==> config.mk <==
export PLATFORM = sky130hd
export DESIGN_NAME = ahb_dma_ch_seq_flat
export DESIGN_NICKNAME = d
export VERILOG_FILES = /design/src/rtl/ahb_dma_ch_seq_if.sv /design/src/rtl/ahb_dma_ch_seq.sv /design/src/flat_wrapper.sv
export SDC_FILE = /design/constraint.sdc
export NUM_CORES = 1
export LEC_CHECK = 0
export CORE_MARGIN = 2
export CORE_UTILIZATION = 45
export CTS_BUF_LIST = sky130_fd_sc_hd__clkbuf_4 sky130_fd_sc_hd__clkbuf_8
export DETAILED_ROUTE_END_ITERATION = 8
export GPL_TIMING_DRIVEN = 0
export PLACE_DENSITY_LB_ADDON = 0.15
export SLEW_MARGIN = 30
export SYNTH_ARGS = -nofsm -noshare
export SYNTH_HDL_FRONTEND = slang
export SYNTH_SLANG_ARGS = --single-unit
==> constraint.sdc <==
create_clock -name clk -period 2.3 [get_ports clk]
set_input_delay 0.575 -clock clk [delete_from_list [all_inputs] [get_ports clk]]
set_output_delay 0.575 -clock clk [all_outputs]
set_load 0.01 [all_outputs]
==> src/rtl/ahb_dma_ch_seq_if.sv <==
// rtl/ahb_dma_ch_seq_if.sv - arbiter/engine-facing signal bundle of the DMA channel sequencer
interface ahb_dma_ch_seq_if #(
  parameter int channel_number      = 19,
  parameter int channel_number_bits = $clog2(channel_number),
  parameter int burst_bits          = 8
);
  logic [channel_number-1:0]      req;
  logic [channel_number_bits-1:0] gnt;
  logic [burst_bits-1:0]          burst_len;
  logic                           beat_done;
  logic                           advance;
  logic                           start;
  logic                           busy;
  logic [channel_number_bits-1:0] cur_ch;
  logic [burst_bits-1:0]          beats_left;
  logic [channel_number-1:0]      ch_ack;
  logic                           abort;

  // master: arbiter and transfer engine side; slave: the sequencer itself
  modport master (
    output req, gnt, burst_len, beat_done,
    input  advance, start, busy, cur_ch, beats_left, ch_ack, abort
  );

  modport slave (
    input  req, gnt, burst_len, beat_done,
    output advance, start, busy, cur_ch, beats_left, ch_ack, abort
  );
endinterface

==> src/rtl/ahb_dma_ch_seq.sv <==
// rtl/ahb_dma_ch_seq.sv - per-burst channel sequencer sitting between a channel arbiter and a transfer engine
// Latches the granted channel, counts beats, then rotates the arbiter and waits one cycle for gnt to settle.
module ahb_dma_ch_seq #(
  parameter int channel_number      = 19,
  parameter int channel_number_bits = $clog2(channel_number),
  parameter int burst_bits          = 8
) (
  input logic             clk,
  input logic             rst,
  ahb_dma_ch_seq_if.slave bus
);

  localparam int req_ext_w = 1 << channel_number_bits;

  typedef enum logic [1:0] {
    IDLE   = 2'd0,
    XFER   = 2'd1,
    ADV    = 2'd2,
    SETTLE = 2'd3
  } state_t;

  state_t state, state_n;

  logic                           advance_q, advance_n;
  logic                           start_q, start_n;
  logic                           busy_q, busy_n;
  logic                           abort_q, abort_n;
  logic [channel_number_bits-1:0] cur_ch_q, cur_ch_n;
  logic [burst_bits-1:0]          left_q, left_n;
  logic [channel_number-1:0]      ch_ack_q, ch_ack_n;

  // Zero-padded to the full index range so an out-of-range gnt reads as "not requesting".
  logic [req_ext_w-1:0]  req_ext;
  logic [burst_bits-1:0] left_dec;
  logic                  last_beat;

  always_comb begin
    req_ext = '0;
    req_ext[channel_number-1:0] = bus.req;
  end

  assign left_dec  = (left_q != '0) ? (left_q - burst_bits'(1)) : '0;
  assign last_beat = (left_q <= burst_bits'(1));

  always_comb begin
    state_n   = state;
    advance_n = 1'b0;
    start_n   = 1'b0;
    abort_n   = 1'b0;
    ch_ack_n  = '0;
    busy_n    = busy_q;
    cur_ch_n  = cur_ch_q;
    left_n    = left_q;

    case (state)
      IDLE: begin
        if (req_ext[bus.gnt]) begin
          start_n  = 1'b1;
          busy_n   = 1'b1;
          cur_ch_n = bus.gnt;
          left_n   = (bus.burst_len == '0) ? burst_bits'(1) : bus.burst_len;
          state_n  = XFER;
        end else if (|bus.req) begin
          state_n = ADV;
        end
      end

      XFER: begin
        // A beat in the same cycle as the request drop is counted before deciding abort.
        if (bus.beat_done) begin
          left_n = left_dec;
          if (last_beat) begin
            for (int i = 0; i < channel_number; i++) begin
              ch_ack_n[i] = (cur_ch_q == channel_number_bits'(i));
            end
            state_n = ADV;
          end else if (!req_ext[cur_ch_q]) begin
            abort_n = 1'b1;
            state_n = ADV;
          end
        end else if (!req_ext[cur_ch_q]) begin
          abort_n = 1'b1;
          state_n = ADV;
        end
      end

      ADV: begin
        advance_n = 1'b1;
        busy_n    = 1'b0;
        state_n   = SETTLE;
      end

      SETTLE: begin
        state_n = IDLE;
      end

      default: begin
        state_n = IDLE;
      end
    endcase
  end

  always_ff @(posedge clk) begin
    if (rst) begin
      state     <= IDLE;
      advance_q <= 1'b0;
      start_q   <= 1'b0;
      busy_q    <= 1'b0;
      abort_q   <= 1'b0;
      cur_ch_q  <= '0;
      left_q    <= '0;
      ch_ack_q  <= '0;
    end else begin
      state     <= state_n;
      advance_q <= advance_n;
      start_q   <= start_n;
      busy_q    <= busy_n;
      abort_q   <= abort_n;
      cur_ch_q  <= cur_ch_n;
      left_q    <= left_n;
      ch_ack_q  <= ch_ack_n;
    end
  end

  assign bus.advance    = advance_q;
  assign bus.start      = start_q;
  assign bus.busy       = busy_q;
  assign bus.abort      = abort_q;
  assign bus.cur_ch     = cur_ch_q;
  assign bus.beats_left = left_q;
  assign bus.ch_ack     = ch_ack_q;

endmodule

==> src/flat_wrapper.sv <==
// flat-port wrapper written by rule: the top's interface ports become plain ports
module ahb_dma_ch_seq_flat 
#(
  parameter int channel_number      = 19,
  parameter int channel_number_bits = $clog2(channel_number),
  parameter int burst_bits          = 8
)
  (clk, rst, bus_req, bus_gnt, bus_burst_len, bus_beat_done, bus_advance, bus_start, bus_busy, bus_cur_ch, bus_beats_left, bus_ch_ack, bus_abort);
  ahb_dma_ch_seq_if #(.channel_number(channel_number), .channel_number_bits(channel_number_bits), .burst_bits(burst_bits)) bus_i ();
  input logic clk;
  input logic rst;
  input wire logic [$bits(bus_i.req)-1:0] bus_req;
  input wire logic [$bits(bus_i.gnt)-1:0] bus_gnt;
  input wire logic [$bits(bus_i.burst_len)-1:0] bus_burst_len;
  input wire logic [$bits(bus_i.beat_done)-1:0] bus_beat_done;
  output wire logic [$bits(bus_i.advance)-1:0] bus_advance;
  output wire logic [$bits(bus_i.start)-1:0] bus_start;
  output wire logic [$bits(bus_i.busy)-1:0] bus_busy;
  output wire logic [$bits(bus_i.cur_ch)-1:0] bus_cur_ch;
  output wire logic [$bits(bus_i.beats_left)-1:0] bus_beats_left;
  output wire logic [$bits(bus_i.ch_ack)-1:0] bus_ch_ack;
  output wire logic [$bits(bus_i.abort)-1:0] bus_abort;
  assign bus_i.req = bus_req;
  assign bus_i.gnt = bus_gnt;
  assign bus_i.burst_len = bus_burst_len;
  assign bus_i.beat_done = bus_beat_done;
  assign bus_advance = bus_i.advance;
  assign bus_start = bus_i.start;
  assign bus_busy = bus_i.busy;
  assign bus_cur_ch = bus_i.cur_ch;
  assign bus_beats_left = bus_i.beats_left;
  assign bus_ch_ack = bus_i.ch_ack;
  assign bus_abort = bus_i.abort;
  ahb_dma_ch_seq #(.channel_number(channel_number), .channel_number_bits(channel_number_bits), .burst_bits(burst_bits)) u_core (.clk(clk), .rst(rst), .bus(bus_i));
endmodule
## After elaboration in Yosys (flattened, before gate mapping)

Cells that the tools add are included.

| cells by class | value |
|---|---|
| add/subtract/negate cells | 1 |
| $mul | 0 |
| divide/modulo/power cells | 0 |
| magnitude comparators | 3 |
| eq/ne operators | 24 |
| shift-type cells | 0 |
| mux-type cells | 22 |
| bitwise gates (word level) | 4 |
| reduce and logical (&&, ||, !) cells | 13 |

Operator list:

| operator | number |
|---|---|
| $eq A5 B4 Y1 const B | 8 |
| $mux W8 | 4 |
| $eq A5 B3 Y1 const B | 4 |
| $reduce_or A19 Y1 | 1 |
| $pmux W8 S2 | 1 |
| $eq A5 B5 Y1 const B | 3 |
| $lt A5 B6 Y1 const B | 2 |
| $bmux W1 S5 | 2 |
| $eq A5 B2 Y1 const B | 2 |
| $mux W2 | 5 |
| $le A8 B1 Y1 const B | 1 |
| $logic_not A8 Y1 | 1 |
| $mux W1 | 8 |
| $pmux W2 S4 | 1 |
| $reduce_bool A8 Y1 | 1 |
| $sub A8 B1 Y8 const B | 1 |
| $eq A5 B1 Y1 const B | 1 |
| $logic_not A5 Y1 | 1 |
| $eq A2 B2 Y1 const B | 2 |
| $not A1 Y1 | 4 |
| $reduce_and A2 Y1 | 2 |
| $reduce_bool A2 Y1 | 2 |
| $reduce_or A2 Y1 | 2 |
| $reduce_or A4 Y1 | 1 |
| other kinds (7) | 7 |

| word-level totals | value |
|---|---|
| bits in registers | 38 |
| bits in latches | 0 |
| bits in writable memories | 0 |
| memory bits (read-only) | 0 |
| bits of input ports | 35 |
| word-level logic and storage cells | 75 |
| memories | 0 |

## Depth between registers and ports, before layout

| depth | value |
|---|---|
| depth in word-level cells | 6 |
| gate-level depth with buffers | 8 |
| depth with buffers taken out | 8 |

## Least setup slack after synthesis

No wires, ideal clock.

| timing | value |
|---|---|
| path type | input to register |
| from | in bus_gnt[2] |
| to | reg u_core.left_q[4], in the netlist u_core.bus.beats_left[4] |
| setup time | 0.119 ns |
| arrival time | 2.008 ns |
| required time | 2.181 ns |
| slack | 0.173 ns |
| cell stages on the path | 7 |
| path buffers | 1 |
| cell sequence | buf_4 -> mux4_2 -> nor2_1 -> a211oi_2 -> o31ai_4 -> nand2_1 -> o221a_1 |

| on the way | value |
|---|---|
| longest elaborated chain between the ends | 4 |

Ends and longest elaborated chain:

| item | line | source |
|---|---|---|
| from (decl) | flat_wrapper.sv:13 | `input wire logic [$bits(bus_i.gnt)-1:0] bus_gnt;` |
| $bmux W1 S5 | ahb_dma_ch_seq.sv:57 | `if (req_ext[bus.gnt]) begin` |
| $mux W1 (implied by the code) | ahb_dma_ch_seq.sv:57 |  |
| $ne A2 B1 Y1 (no line) | - |  |
| $reduce_and A3 Y1 (no line) | - |  |
| to (signal assigned) | ahb_dma_ch_seq.sv:120 | `left_q <= left_n;` |
| to (decl) | ahb_dma_ch_seq.sv:29 | `logic [burst_bits-1:0] left_q, left_n;` |

Every way passes these cells. The select of a mux whose other input is x is not followed.
A chain may end at the register's enable or synchronous reset.

## Final worst setup path

| timing | value |
|---|---|
| from | in bus_req[4] |
| to | reg u_core.left_q[2], in the netlist u_core.bus.beats_left[2] |

| on the way | value |
|---|---|
| longest elaborated chain between the ends | 4 |

Ends and longest elaborated chain:

| item | line | source |
|---|---|---|
| from (decl) | flat_wrapper.sv:12 | `input wire logic [$bits(bus_i.req)-1:0] bus_req;` |
| $bmux W1 S5 | ahb_dma_ch_seq.sv:57 |  |
| $mux W1 (implied by the code) | ahb_dma_ch_seq.sv:57 |  |
| $ne A2 B1 Y1 (no line) | - |  |
| $reduce_and A3 Y1 (no line) | - |  |

Every way passes these cells. The select of a mux whose other input is x is not followed.

==> flow_metrics.env <==
export IMPL_outcome="finished clean"
export IMPL_async_flop_share=0
export IMPL_clockPowerShare=0.340
export IMPL_crit_fanout=5
export IMPL_maxCapViolations=0
export IMPL_r2r_cells=7
export IMPL_crit_type="in -> reg"
export IMPL_min_to="u_core.bus.busy$_SDFFE_PP0P_"
export IMPL_p_sw_frac=0.292
export IMPL_maxSlewHeadroom=0.644
export IMPL_slew_viol_final=0
export IMPL_drive_gt1_frac=0.121
export IMPL_synth_top_area_cell="dfxtp_1"
export IMPL_ys_types=49
export IMPL_initial_core_util=0.479
export IMPL_io_buffers=69
export IMPL_drt_iter0_drc=104
export IMPL_netlist_area_leader_share=0.389
export IMPL_place_ws_ns=-0.604
export IMPL_min_path_cells=2
export IMPL_cts_tree="done"
export IMPL_mostFrequentLayoutCell="clkdlybuf4s50_1"
export IMPL_rows=23
export IMPL_start_kind="input pin"
export IMPL_finalPower_uw=1990
export IMPL_fin_crit_ns=2.27
export IMPL_detail_route_wl_per_cell_um=15.3
export IMPL_drc=0
export IMPL_synth_edff_count=0
export IMPL_setup_viol=0
export IMPL_syn_area_per_cell_um2=8.93
export IMPL_ir_drop_mv=0.487
export IMPL_cts_buffers=5
export IMPL_clk_pin_slew_worst_paths_ns=0.07
export IMPL_drtAntennaViolNets=0
export IMPL_nNetsFinal=335
export IMPL_p_switching_uw=581
export IMPL_cts_max_level=2
export IMPL_worstPathRequired_ns=2.46
export IMPL_endpoint_kind="flip-flop"
export IMPL_clk_latency_ns=0.29
export IMPL_synth_area_leaders="dfxtp_1 (39%), mux2i_1 (6.1%), nor2_1 (6.1%)"
export IMPL_seq_area_frac_synth=0.389
export IMPL_grt_ovfl_total=0
export IMPL_gp_congestion=0.902
export IMPL_comb_power_share=0.287
export IMPL_fin_area_um2=2910
export IMPL_tightest_slew_ns=0.534
export IMPL_num_vias=1960
export IMPL_track_usage=0.222
export IMPL_grt_max_degree=14
export IMPL_power_per_cell_area_nw_per_um2=685
export IMPL_seq_power_share=0.373
export IMPL_clock_skew_ns=0.00917
export IMPL_finalWorstSetupSlack_ns=0.0259
export IMPL_ys_warn_count=0
export IMPL_netlist_instances=219
export IMPL_dpl_hpwl_mm=4.07
export IMPL_cts_buffer_depth=2
export IMPL_drt_first_pass_iters=4
export IMPL_syn_cell_area_um2=1960
export IMPL_viasPerCell=5.63
export IMPL_hold_viol_final=0
export IMPL_synth_nets=257
export IMPL_grt_pass1_vias=1884
export IMPL_wl_mm=5.32
export IMPL_die_w_um=69.9
export IMPL_insertedDiodeCount=0
export IMPL_cts_sinks=38
export IMPL_r2r_start="u_core.bus.cur_ch[0]$_SDFFE_PP0P_"
export IMPL_setup_tns_ns=0
export IMPL_ios=71
export IMPL_die_h_um=69.9
export IMPL_syn2layout_area_growth_pct=48.8
export IMPL_die_area_um2=4890
export IMPL_internal_power_uw=1410
export IMPL_hp_start="u_core.bus.busy$_SDFFE_PP0P_"
export IMPL_hold_path_class="reg -> reg"
export IMPL_rr_endpoint="u_core.state[1]$_SDFFE_PP0P_"
export IMPL_leakagePower_uw=0.00113
export IMPL_worstPathArrival_ns=2.43
export IMPL_root_buffer="clkbuf_8"
export IMPL_hold_buffers=0
export IMPL_fmax_mhz=440
export IMPL_fin_crit_sh=0.989
export IMPL_rsz0062_at_grt="false"
export IMPL_r2r_slack_ns=0.27
export IMPL_synth_main_ff_cell="dfxtp_1"
export IMPL_final_cell_mix="clkdlybuf4s50_1 (57), dfxtp_1 (38), nor2_1 (31), nand2_1 (18)"
export IMPL_place_area_um2=2710
export IMPL_grt_first_pass_wirelength_mm=8.78
export IMPL_ys_seq_elements=38
export IMPL_antenna_found_initial=0
export IMPL_core_um2=4090
==> metrics by stage <==
step            util  hold slack, ns  instances
2_1_floorplan      -           0.481        219
3_3_place_gp   0.663           0.448        338
3_5_place_dp   0.663           0.454        338
4_1_cts        0.705           0.465        348
5_1_grt        0.712           0.496        348
6_report       0.712           0.462        348
==> state kept, by name, summed over array words and instances, names as in the netlist <==
signal / cells
u_core.bus.cur_ch: 5
u_core.bus.busy: 1
u_core.bus.advance: 1
u_core.bus.start: 1
u_core.bus.ch_ack: 19
u_core.bus.abort: 1
u_core.bus.beats_left: 8
u_core.state: 2
==> metal layers <==
| layer | vias to the layer above | track usage | share of wire |
|---|---|---|---|
| met5 | - | 0 | 0 |
| met4 | 0 | 0.0726 | 0.021 |
| met3 | 11 | 0.0375 | 0.080 |
| met2 | 111 | 0.386 | 0.46 |
| met1 | 883 | 0.277 | 0.43 |
| li1 | 955 | - | - |
==> worst max path at each step <==
stage	cells after the start	slack (ns)	to	start
2_1_floorplan	7	0.17	u_core.bus.beats_left[4]$_SDFFE_PP0P_	bus_gnt[2]
3_3_place_gp	7	-0.61	u_core.bus.beats_left[4]$_SDFFE_PP0P_	bus_gnt[3]
3_5_place_dp	7	-0.60	u_core.bus.beats_left[4]$_SDFFE_PP0P_	bus_gnt[3]
4_1_cts	7	0.02	u_core.bus.beats_left[3]$_SDFFE_PP0P_	bus_gnt[1]
5_1_grt	7	0.0004	u_core.bus.beats_left[1]$_SDFFE_PP0P_	bus_req[4]
6_report	8	0.03	u_core.bus.beats_left[2]$_SDFFE_PP0P_	bus_req[4]
==> synthesized netlist by cell type, types with 2 or more instances <==
cell type  instances
nand2b_1           6
mux2i_1           12
a211oi_1           5
nor4_1             8
a31oi_1            2
dfxtp_1           38
nor3_1            10
and3_1             2
inv_1              6
clkbuf_1           3
nor2_1            32
nand3_1            5
nand3b_1           3
ha_1               3
nor2_2             2
nor2b_1            5
a22oi_1            3
buf_2              3
o32ai_1            2
a21oi_1           13
nand2_1           19
buf_4              2
o21ai_0            5
mux4_2             4
o221a_1            2
==> cell families after synthesis <==
| family | count (synthesis) | share of synthesized area |
|---|---|---|
| xor gates and xnor gates | 2 | 0.00896 |
| DFF | 38 | 0.389 |
| muxes | 17 | 0.113 |
| AOI/OAI and AO/OA | 45 | 0.173 |
| and+or+nand+nor | 99 | 0.262 |
| adders and majority gates | 3 | 0.0192 |
| buffers and inverters | 15 | 0.0345 |
==> timing repair <==
action                     in CTS  in global routing
setup endpoints to repair      16                 13
hold endpoints to repair        0                  0
pin swaps                       5                  4
setup buffers                   1                  0
gates resized for setup        12                 13
cloned                          1                  0
==> critical path: stages <==
cell and delay [ns]:
clkdlybuf4s50_1 0.52, mux2i_1 0.11, a211o_1 0.35, a211oi_4 0.28, o31ai_4 0.15, buf_6 0.18, a21oi_1 0.16, o32ai_1 0.11
==> power groups by stage <==
stage	clock network [µW]	logic (µW)	registers, µW
3_3_place_gp	0	537	757
5_1_grt	711	618	751
3_5_place_dp	0	544	758
2_1_floorplan	0	324	764
4_1_cts	686	561	743
6_report	679	571	744
==> cell type report <==
type	count	area, µm²
Clock inverter	3	68.8
Inverter	6	22.5
Timing Repair Buffer	71	717
Clock buffer	5	68.8
Buffer	9	48.8
Sequential cell	38	761
Multi-Input combinational cell	166	1160
Fill cell	331	1180
Tap cell	50	62.6
No activity file was read; power rests on OpenSTA's default activity.
==> edit 1: new RTL, config.mk and constraints unchanged <==
`burst_bits` is set to 8 in 3 places; all go to 10.
--- a/src/rtl/ahb_dma_ch_seq_if.sv
+++ b/src/rtl/ahb_dma_ch_seq_if.sv
@@ -4,3 +4,3 @@
   parameter int channel_number_bits = $clog2(channel_number),
-  parameter int burst_bits          = 8
+  parameter int burst_bits          = 10
 );
--- a/src/rtl/ahb_dma_ch_seq.sv
+++ b/src/rtl/ahb_dma_ch_seq.sv
@@ -5,3 +5,3 @@
   parameter int channel_number_bits = $clog2(channel_number),
-  parameter int burst_bits          = 8
+  parameter int burst_bits          = 10
 ) (
--- a/src/flat_wrapper.sv
+++ b/src/flat_wrapper.sv
@@ -5,3 +5,3 @@
   parameter int channel_number_bits = $clog2(channel_number),
-  parameter int burst_bits          = 8
+  parameter int burst_bits          = 10
 )
Interface: changed (resized bus_beats_left and bus_burst_len); port bits go from 71 to 75. The function was not compared with the original's and may differ.
==> edit 1 against the unedited design <==
Final area rose by 12%. Power rose by 8.8%. Worst setup slack worse by 0.012 ns. Die area increased by 11%. Non-clock buffer count grew 13. Sequential cell count is 2 higher. Critical endpoint is now u_core.bus.cur_ch[1]. Critical path type unchanged. Fmax shrank 0.54%. Wire length increased by 13%. Synthesized area grew 12%.
==> edit 1: results (changes against the unedited design) <==
outcome: "complete, no violations"  # unchanged
seq_area_frac_synth_pct: 36.6  # was 38.9%
r2r_start: "u_core.bus.cur_ch[1]"  # was u_core.bus.cur_ch[0]
port_buffers: 70  # was 69
totalWireLength_mm: 6.02  # was 5.32 mm
met2_length_mm: 2.84  # was 2.46 mm
cpPeakStageDelay_ns: 0.51
startpoint: "bus_req[10]"  # was bus_req[4]
max_slew.worst_pin.slew_ns: 0.941  # was 0.534 ns
whs_ns: 0.478  # was 0.462 ns
grt_max_degree: 14  # unchanged
place_ws_ns: -0.636  # was -0.604 ns
irDropWorstVdd_v: 0.000305  # was 0.000487 V
dr.pass1.iters: 5  # was 4
finClkSkew_ns: 0.00373  # was 0.00917 ns
drive_gt1_share_pct: 16.1  # was 12.1%
grt_usage_pct: 22.0  # was 22.2%
clk_pin_slew_ns: 0.08
grt_use_met3_pct: 4.39  # was 3.75%
reg2reg_to: "u_core.state[0]"  # was u_core.state[1]
fillCellCount: 401  # was 331
worst_slack_ns: 0.0134  # was 0.0259 ns
cts_max_level: 2  # unchanged
grtUsageMet1_pct: 30.1  # was 27.7%
placed_area_um2: 2950  # was 2710 µm²
pwr_density_cell_nw_per_um2: 665  # was 685 nW/µm²
dp_hpwl_mm: 4.40  # was 4.07 mm
wl_met1_mm: 2.65  # was 2.31 mm
post-cts-setup-buffers: 4  # was 1
use_met2_pct: 34.7  # was 38.6%
synthTopCellsByArea: "dfxtp_1 (37%), nor2_1 (6.0%), mux4_2 (5.2%)"  # was dfxtp_1 (39%), mux2i_1 (6.1%), nor2_1 (6.1%)
yosysUniqueCellTypes: 57  # was 49
synth_cells: 238  # was 219
r2r_setup_slack_ns: 0.21  # was 0.27 ns
final_nets: 362  # was 335
critPathCapture: "u_core.bus.cur_ch[1]"  # was u_core.bus.beats_left[2]
slowest_stage: "mux4_2"  # was clkdlybuf4s50_1
post_cts_resized: 15  # was 12
syn-num-nets: 278  # was 257
grt_pass1_wl_mm: 9.26  # was 8.78 mm
p_leak_nw: 1.29  # was 1.13 nW
place.gp.congestion: 0.943  # was 0.902
synth_common_cells: "dfxtp_1 (40), nor2_1 (35), clkbuf_1 (10), inv_1 (10), mux2i_1 (9)"  # was dfxtp_1 (38), nor2_1 (32), nand2_1 (19)
first_iter_violations: 156  # was 104
wl_per_cell_um: 16.0  # was 15.3 µm
grt_pass1_vias: 1963  # was 1884
via_per_inst: 5.83  # was 5.63
crit_arrival_ns: 2.45  # was 2.43 ns
synth_warnings: 0  # unchanged
wl_met3_um: 389  # was 428 µm
[edit 1: cell types whose count changed after synthesis, sizes merged, moves of 4 or more]
| cell | delta |
|---|---|
| nand2 | -11 |
| clkbuf | +7 |
| a21oi | -6 |
| inv | +5 |
| nor3b | +5 |
| a222oi | +4 |
| mux2 | +4 |
[edit 1: cells by family (layout without fill, tap and decap cells)]
logic type,after synthesis,count (layout),share of synthesized area (%)
DFF,40,40,36.6
adders and majority gates,3,3,1.72
buffers and inverters,27,112,5.95
AOI/OAI and AO/OA,47,47,18.0
muxes,19,19,11.8
and+or+nand+nor,99,99,24.6
xor gates and xnor gates,3,3,1.20
[edit 1: worst min path at each step]
stage | from | to | cells after the start
global route | u_core.bus.busy | u_core.bus.busy | 1
detailed placement | u_core.bus.busy | u_core.bus.busy | 1
global placement | u_core.bus.busy | u_core.bus.busy | 1
floorplan | u_core.bus.busy | u_core.bus.busy | 1
CTS | u_core.bus.busy | u_core.bus.busy | 1
finish | u_core.bus.busy | u_core.bus.busy | 1
[edit 1: cell type report]
type / count / share of cell area, %
multi-input cells: 171 / 42.4
well taps: 54 / 2.07
repair buffers: 78 / 24.0
flip-flops and latches: 40 / 24.5
plain buffers: 15 / 2.38
inverters: 11 / 1.26
clock buffers: 5 / 2.11
clock inverters: 3 / 1.30
[edit 1: worst max-delay path: cells and delay by family]
family / cells / cell delay (ns)
buf+inv: 3 / 0.56
simple gates: 3 / 0.24
compound gates: 1 / 0.35
mux: 2 / 0.74
[edit 1: report_power, final]
part / leakage (nW) / internal [mW] / switching (mW)
logic: 0.911 / 0.382 / 0.433
registers: 0.325 / 0.741 / 0.0484
clock network: 0.0541 / 0.321 / 0.245
total: 1.29 / 1.44 / 0.726
==> edit 2: new RTL, same settings <==
Made on the original files. Re-encode `state_t` (4 states) as one-hot, 4 bits wide.
--- a/src/rtl/ahb_dma_ch_seq.sv
+++ b/src/rtl/ahb_dma_ch_seq.sv
@@ -14,7 +14,7 @@
 
-  typedef enum logic [1:0] {
-    IDLE   = 2'd0,
-    XFER   = 2'd1,
-    ADV    = 2'd2,
-    SETTLE = 2'd3
+  typedef enum logic [3:0] {
+    IDLE   = 4'b0001,
+    XFER   = 4'b0010,
+    ADV    = 4'b0100,
+    SETTLE = 4'b1000
   } state_t;
Check against the original RTL: no difference found for any inputs over 10 cycles, from zero or initial values and one cycle with rst high; not proved beyond that.
==> edit 2 against the unedited design <==
Via count increased by 5.2%. Final area increased by 5.4%. Synthesized area increased by 11%. Worst setup slack improved by 0.075 ns. Power increased by 9.4%. Clock skew decreased by 0.0037 ns. Wire length increased by 4.2%. Sequential cell count increased by 2. Non-clock buffer count unchanged.
==> edit 2: results (changes against the unedited design) <==
yosysUniqueCellTypes: 58  # was 49
use_met2_pct: 35.3  # was 38.6%
seq_area_frac_synth_pct: 37.0  # was 38.9%
p_leak_nw: 1.10  # was 1.13 nW
final_nets: 344  # was 335
wl_per_cell_um: 15.3  # about the same
min-delay-start: "u_core.bus.beats_left[5]"  # was u_core.bus.busy
crit_arrival_ns: 2.36  # was 2.43 ns
finClkSkew_ns: 0.00544  # was 0.00917 ns
place_ws_ns: -0.327  # was -0.604 ns
via_per_inst: 5.71  # was 5.63
irDropWorstVdd_v: 0.000352  # was 0.000487 V
path_max_fanout: 4  # was 5
met2_length_mm: 2.58  # was 2.46 mm
r2r_setup_slack_ns: 0.21  # was 0.27 ns
grt_usage_pct: 22.2  # about the same
port_buffers: 68  # was 69
path_delay_family: "compound AO/OA/AOI/OAI gates"  # unchanged
insertion_delay_ns: 0.29  # about the same
startpoint: "bus_req[13]"  # was bus_req[4]
wl_met3_um: 404  # was 428 µm
grt_pass1_wl_mm: 9.05  # was 8.78 mm
drive_gt1_share_pct: 13.7  # was 12.1%
post_cts_resized: 0  # was 12
switching_share_pct: 32.4  # was 29.2%
slowest_stage: "mux4_2"  # was clkdlybuf4s50_1
wl_met1_mm: 2.47  # was 2.31 mm
post-cts-setup-buffers: 0  # was 1
whs_ns: 0.524  # was 0.462 ns
powerComb_mw: 0.762  # was 0.571 mW
outcome: "complete, no violations"  # unchanged
syn-num-nets: 268  # was 257
grt_pass1_vias: 1876  # was 1884
r2r_start: "u_core.bus.cur_ch[1]"  # was u_core.bus.cur_ch[0]
grtUsageMet1_pct: 29.7  # was 27.7%
hold_end: "u_core.bus.beats_left[5]"  # was u_core.bus.busy
first_iter_violations: 158  # was 104
reg2reg_depth: 5  # was 7
synth_compound_area_share_pct: 18.9  # was 17.3%
reg2reg_to: "u_core.state[1]"  # unchanged
place.gp.congestion: 0.928  # was 0.902
synthXorXnorAreaFrac_pct: 0.405  # was 0.896%
muxShareOfSynthArea_pct: 12.2  # was 11.3%
dp_hpwl_mm: 4.22  # was 4.07 mm
powerSeq_mw: 0.824  # was 0.744 mW
synthAdderAreaFrac_pct: 1.74  # was 1.92%
synthTopCellsByArea: "dfxtp_1 (37%), mux4_2 (6.2%), nand2_1 (4.9%)"  # was dfxtp_1 (39%), mux2i_1 (6.1%), nor2_1 (6.1%)
-- edit 2: cell count changes in the layout (fill, tap and decap cells not counted), sizes merged, moves of 4 or more --
cell	change
clkbuf	+4
mux2i	-4
a31oi	+5
nor2	-7
clkdlybuf4s50	+9
dlygate4sd2	-4
dlymetal6s2s	-5
nand2	+9
a21oi	-4
nand3	-4
-- edit 2: area by class of cell --
| type | count | area [µm²] |
|---|---|---|
| plain buffers | 11 | 53.8 |
| clock buffers | 6 | 82.6 |
| clock inverters | 2 | 38.8 |
| fillers | 406 | 1620 |
| inverters | 6 | 22.5 |
| multi-input cells | 173 | 1300 |
| flip-flops and latches | 40 | 801 |
| well taps | 54 | 67.6 |
| repair buffers | 69 | 706 |
-- edit 2: worst max-delay path by stage --
| stage | endpoint | slack (ns) |
|---|---|---|
| after floorplan | u_core.bus.beats_left[7] | 0.18 |
| after global placement | u_core.bus.beats_left[5] | -0.32 |
| after global routing | u_core.bus.beats_left[2] | -0.01 |
| after detailed placement | u_core.bus.beats_left[5] | -0.33 |
| after CTS | u_core.state[1] | 0.05 |
| final | u_core.bus.beats_left[2] | 0.10 |
-- edit 2: logic make-up after synthesis --
group / count (synthesis)
xor gates and xnor gates: 1
DFF: 40
AOI/OAI and AO/OA: 46
buffers and inverters: 17
muxes: 17
and+or+nand+nor: 106
adders and majority gates: 3
-- edit 2: metrics by stage --
step	cell area (µm²)	std cells	power, mW	setup TNS [ns]
5_1_grt	3070	361	2.30	-0.0113
6_report	3070	361	2.18	0
3_3_place_gp	2910	352	1.56	-3.31
2_1_floorplan	2160	230	1.30	0
4_1_cts	3030	360	2.17	0
3_5_place_dp	2910	352	1.57	-3.78
